## src/rtl/relu_maxpool_hwc.sv

```systemverilog
`default_nettype none
// relu_maxpool_hwc: ReLU + KxK/stride-S max-pool with edge clipping over an int8 HWC map in 1-cycle sync RAM.
// Rev 1.0 - initial release.
module relu_maxpool_hwc #(
  parameter int DIM_IN  = 32,
  parameter int DIM_OUT = 16,
  parameter int CH      = 32,
  parameter int KERNEL  = 3,
  parameter int STRIDE  = 2,
  parameter int PADDING = 0,
  parameter int ADDR_W  = 16
) (
  input  logic                     clk,
  input  logic                     reset,
  input  logic                     start,
  output logic                     busy,
  output logic                     done,
  output logic                     rd_en,
  output logic        [ADDR_W-1:0] rd_addr,
  input  logic signed [7:0]        rd_data,
  output logic                     wr_en,
  output logic        [ADDR_W-1:0] wr_addr,
  output logic signed [7:0]        wr_data
);

  localparam int SW = ADDR_W + 2;
  localparam logic signed [SW-1:0] ZERO_S   = '0;
  localparam logic signed [SW-1:0] DIM_IN_S = SW'(DIM_IN);
  localparam logic signed [SW-1:0] CH_S     = SW'(CH);
  localparam logic signed [SW-1:0] STRIDE_S = SW'(STRIDE);
  localparam logic signed [SW-1:0] PAD_S    = SW'(PADDING);
  localparam logic [ADDR_W-1:0] ONE       = 1;
  localparam logic [ADDR_W-1:0] LAST_K    = ADDR_W'(KERNEL - 1);
  localparam logic [ADDR_W-1:0] LAST_O    = ADDR_W'(DIM_OUT - 1);
  localparam logic [ADDR_W-1:0] LAST_C    = ADDR_W'(CH - 1);
  localparam logic [ADDR_W-1:0] DIM_OUT_U = ADDR_W'(DIM_OUT);
  localparam logic [ADDR_W-1:0] CH_U      = ADDR_W'(CH);
  localparam logic signed [7:0] MIN8      = 8'sh80;

  typedef enum logic [2:0] {S_IDLE, S_READ, S_DRAIN, S_WRITE, S_FIN} state_t;

  state_t state, state_nxt;
  logic [ADDR_W-1:0] oy, ox, c, ky, kx;
  logic signed [7:0] run_max;
  logic              pending;

  logic signed [SW-1:0] tap_y, tap_x, tap_addr;
  logic                 tap_in, last_tap, last_elem;
  logic signed [7:0]    fold_max;
  logic [ADDR_W-1:0]    elem_addr;

  // Tap coordinates are signed so that a negative window origin clips cleanly.
  always_comb begin
    tap_y     = $signed({2'b00, oy}) * STRIDE_S - PAD_S + $signed({2'b00, ky});
    tap_x     = $signed({2'b00, ox}) * STRIDE_S - PAD_S + $signed({2'b00, kx});
    tap_in    = (tap_y >= ZERO_S) && (tap_y < DIM_IN_S) && (tap_x >= ZERO_S) && (tap_x < DIM_IN_S);
    tap_addr  = $signed({2'b00, c}) + (tap_y * DIM_IN_S + tap_x) * CH_S;
    last_tap  = (ky == LAST_K) && (kx == LAST_K);
    last_elem = (oy == LAST_O) && (ox == LAST_O) && (c == LAST_C);
    elem_addr = c + (oy * DIM_OUT_U + ox) * CH_U;
    fold_max  = (pending && (rd_data > run_max)) ? rd_data : run_max;
  end

  always_ff @(posedge clk or posedge reset) begin
    if (reset) state <= S_IDLE;
    else       state <= state_nxt;
  end

  always_comb begin
    state_nxt = state;
    busy      = 1'b0;
    done      = 1'b0;
    rd_en     = 1'b0;
    wr_en     = 1'b0;
    case (state)
      S_IDLE:  if (start) state_nxt = S_READ;
      S_READ: begin
        busy  = 1'b1;
        rd_en = tap_in;
        if (last_tap) state_nxt = S_DRAIN;
      end
      S_DRAIN: begin
        busy      = 1'b1;
        state_nxt = S_WRITE;
      end
      S_WRITE: begin
        busy      = 1'b1;
        wr_en     = 1'b1;
        state_nxt = last_elem ? S_FIN : S_READ;
      end
      S_FIN: begin
        done      = 1'b1;
        state_nxt = S_IDLE;
      end
      default: state_nxt = S_IDLE;
    endcase
  end

  assign rd_addr = rd_en ? ADDR_W'(tap_addr) : '0;

  always_ff @(posedge clk or posedge reset) begin
    if (reset) begin
      oy      <= '0;
      ox      <= '0;
      c       <= '0;
      ky      <= '0;
      kx      <= '0;
      run_max <= '0;
      pending <= 1'b0;
      wr_addr <= '0;
      wr_data <= '0;
    end else begin
      pending <= rd_en;
      case (state)
        S_IDLE: if (start) begin
          oy <= '0;
          ox <= '0;
          c  <= '0;
          ky <= '0;
          kx <= '0;
        end
        S_READ: begin
          run_max <= ((ky == '0) && (kx == '0)) ? MIN8 : fold_max;
          if (kx == LAST_K) begin
            kx <= '0;
            ky <= (ky == LAST_K) ? '0 : ky + ONE;
          end else begin
            kx <= kx + ONE;
          end
        end
        // Result is latched here so wr_addr/wr_data hold after the write strobe.
        S_DRAIN: begin
          run_max <= fold_max;
          wr_data <= fold_max[7] ? 8'sd0 : fold_max;
          wr_addr <= elem_addr;
        end
        S_WRITE: begin
          if (c == LAST_C) begin
            c <= '0;
            if (ox == LAST_O) begin
              ox <= '0;
              oy <= (oy == LAST_O) ? '0 : oy + ONE;
            end else begin
              ox <= ox + ONE;
            end
          end else begin
            c <= c + ONE;
          end
        end
        default: ;
      endcase
    end
  end

endmodule
`default_nettype wire

```

## config.mk

```make
export PLATFORM = sky130hd
export DESIGN_NAME = relu_maxpool_hwc
export DESIGN_NICKNAME = d
export VERILOG_FILES = /design/src/rtl/relu_maxpool_hwc.sv
export SDC_FILE = /design/constraint.sdc
export NUM_CORES = 1
export LEC_CHECK = 0
export BUFFER_PORTS_ARGS = -buffer_cell sky130_fd_sc_hd__buf_2
export CORE_MARGIN = 2
export CORE_UTILIZATION = 53
export CTS_BUF_LIST = sky130_fd_sc_hd__clkbuf_4
export CTS_CLUSTER_SIZE = 10
export DETAILED_ROUTE_END_ITERATION = 8
export PLACE_DENSITY = 0.75
export SLEW_MARGIN = 20
export SYNTH_ARGS = -nofsm -noshare
export SYNTH_HDL_FRONTEND = slang
export SYNTH_SLANG_ARGS = --single-unit
```

## constraint.sdc

```tcl
create_clock -name clk -period 4.8 [get_ports clk]
set_clock_uncertainty 0.15 [all_clocks]
set_input_delay 0.48 -clock clk [delete_from_list [all_inputs] [get_ports clk]]
set_output_delay 0.48 -clock clk [all_outputs]
set_load 0.02 [all_outputs]
```

==> metrics.md <==
| Metric | Value |
|---|---|
| Clock-pin slew on the worst setup and hold paths | `between 100 and 150 ps` |
| Initial antenna violation count | `1` |
| CTS tree | `yes` |
| Cell Area, Synth | `0.00881 mm²` |
| Pleak | `around 4.7 nW` |
| Clock Sinks | `about 120` |
| Most common cell after layout, fill and taps aside | `o21ai_0` |
| Port bufs | `53` |
| GRT met2 Usage | `0.417` |
| # H-tree levels | `4` |
| DR vias/cell | `5.97` |
| Most frequent cells in the layout | `o21ai_0, dfrtp_1, nand2_1` |
| Worst-Skew Late Latency | `around 570 ps` |
| Syn nets | `~1200` |
| Die H | `~130 µm` |
| Slew Limit Fails | `0` |
| Tot Pwr | `between 0.003 and 0.004 W` |
| DR pass1 iterations | `6` |
| DRT Wirelength | `approximately 23000 µm` |
| Iter 0 DRT Violations | `733` |
| Comb pwr share | `0.386` |
| Via count | `slightly above 8000` |
| Ys async rst share | `1.00` |
| Met3 Use GR | `0.0441` |
| Final hold viol count | `0` |
| GRT busiest layer | `met2` |
| Routed Antenna Nets | `0` |
| CTS Buffer Depth | `2` |
| Total CTS buffers | `17` |
| Status | `finished with violations` |
| Worst EP required | `4170 ps` |
| Final setup vio count | `2` |
| Number of global-route vias before repair | `7525` |
| Nets | `roughly 1200` |
| Cell Pwr Density | `about 330 mW/mm²` |
| Syn-to-layout area delta | `12.7%` |
| WP data arrival | `4200 ps` |
| GPL Wtd Cong | `a little over 0.9` |
| Unique masters post-synth | `70` |
| Min-delay worst type | `input pin to register` |
| Final WS setup | `-31.6 ps` |
| Io pins | `between 50 and 60` |
| Largest net degree at the start of global routing | `57` |
| Worst-Margin Slew | `1010 ps` |
| Residual DRC | `0` |
| Synth Flop Type | `dfrtp_1` |
| Fin crit period | `4830 ps` |
| Max FO, Critical Path | `4` |
| Die footprint | `0.0177 mm²` |
| GRT Overall Usage | `0.258` |
| Highest Clock Rate | `between 200 and 250 MHz` |
| Num rows | `47` |
| Worst vdd ir | `182 µV` |
| Share of cells above drive strength 1 | `0.151` |
| Die X | `133 µm` |
| P_int | `between 0.0015 and 0.002 W` |
| EDFF count, synth | `0` |
| Max cap viols | `0` |
| Fin Hold WS | `around 28 ps` |
| Tcrit/Tclk final | `1.01` |
| Root Buffer | `clkbuf_4` |
| Cells after Synth | `1062` |
| Met1 usage | `0.351` |
| Startpoint types | `register` |
| Initial core utilization | `0.537` |
| Clock power frac | `0.246` |
| Failing checks | `negative setup slack` |
| CP Capture Type | `output pin` |
| Post-synthesis sequential area ratio | `0.327` |
| RSZ-0062 raised after global routing | `true` |
| Setup_tns | `-38.6 ps` |
| Setup CP Type | `register to output pin` |
| Routed WL per cell | `roughly 17 µm` |
| Global-route wire length before repair | `about 37000 µm` |
| NetSw | `approximately 0.0013 W` |
| Synth Warn # | `0` |
| Avg Inst Size Synth | `about 8.3 µm²` |
| Hpwl dp | `roughly 17000 µm` |
| Grt total ovfl | `0` |
| Worst rel slew slack | `0.320` |
| Seq pwr share | `0.367` |
| #FFs+latches synth | `115` |
| Placeable Area | `0.0164 mm²` |
| Switching share of power | `0.413` |
[area by class of cell]
cell class                 instances  area, µm²
multi-input combinational        851       5690
inverter                          65        246
tap                              220        275
clock buffer                      18        135
sequential                       115       2880
clock inverter                    14        178
fill                            1435       6480
antenna                            1       2.50
timing repair buffer              84        518
[Yosys cell counts, drive strengths merged (8+ instances only)]
cell / number / area share
nand2: 111 / 0.047
a222oi: 8 / 0.0091
a21o: 12 / 0.010
clkbuf: 24 / 0.010
nor4: 22 / 0.016
dfrtp: 115 / 0.33
nor3: 35 / 0.025
nor2: 94 / 0.040
a21oi: 63 / 0.036
nand4: 19 / 0.014
nand3: 43 / 0.024
nand2b: 14 / 0.0099
a22o: 11 / 0.011
o21ai: 126 / 0.072
and3: 24 / 0.017
nor2b: 10 / 0.0071
xor2: 38 / 0.039
a31oi: 10 / 0.0071
inv: 65 / 0.028
ha: 78 / 0.11
xnor2: 34 / 0.034
[sequential cells by signal (all words and copies together) (netlist names)]
signal / cells
oy: 16
run_max: 8
state: 3
wr_data: 7
wr_addr: 16
ky: 16
ox: 16
c: 16
kx: 16
pending: 1
[routing by layer]
metal,wire length (µm),part of all wire
met5,0,0
met3,1720,0.075
met4,583,0.025
met2,10500,0.46
met1,10100,0.44
[logic make-up after synthesis]
family | count (synthesis) | share of synthesized area
buf+inv | 96 | 0.0435
xor+xnor | 72 | 0.0725
other cells | 1 | 0.000426
simple gates | 408 | 0.233
flops | 115 | 0.327
mux | 9 | 0.0105
compound gates | 277 | 0.189
fa+ha+maj | 84 | 0.124
[metrics by stage]
stage | std cells | instance area [µm²] | util | setup WS (ps)
3_5_place_dp | 1317 | 9310 | 0.567 | 226
2_1_floorplan | 1062 | 8810 | - | 324
4_1_cts | 1359 | 9770 | 0.595 | -26.1
6_report | 1368 | 9930 | 0.605 | -31.6
5_1_grt | 1368 | 9930 | 0.605 | -256
3_3_place_gp | 1317 | 9310 | 0.567 | 302
[final timing paths]
check                       startpoint           to  slack, ps  cells after the start
setup / recovery                 ox[0]  rd_addr[15]        -30                     17
hold reg to reg            wr_addr[11]  wr_addr[11]        330                      2
setup reg to reg                 ox[4]      pending       1310                     10
hold / removal              rd_data[6]   run_max[6]         30                      2
max in group asynchronous        reset        ky[1]       3190                      4
min in group asynchronous        reset   run_max[4]        390                      3
[critical path, stage by stage, from the launching register on]
cell,delay [ps]
dfrtp_1,380
ha_2,190
inv_2,40
fa_2,390
nor2b_4,140
o21a_1,120
nor2_1,40
xnor2_1,190
ha_2,240
fa_2,460
ha_4,250
or3_4,370
o21ai_2,70
a21oi_2,80
nand3_2,130
a21oi_1,100
nor4_4,270
buf_4,190
[power by group through the flow]
stage               clock network [W]  registers, W  logic [W]
floorplan                           0       0.00124   0.000784
finish                       0.000801       0.00120    0.00126
detailed placement                  0       0.00121    0.00117
global placement                    0       0.00120    0.00115
CTS                          0.000815       0.00119    0.00121
global route                 0.000857       0.00121    0.00139
[timing repair]
action | 4_1_cts | 5_1_grt
hold buffers | 4 | 1
setup endpoints to repair | 3 | 12
hold endpoints to repair | 58 | 1
pin swaps | 7 | 12
gates resized for setup | 13 | 26
buffers inserted | 6 | 7
gates cloned | 0 | 0
Power figures use the tool's default switching activity.
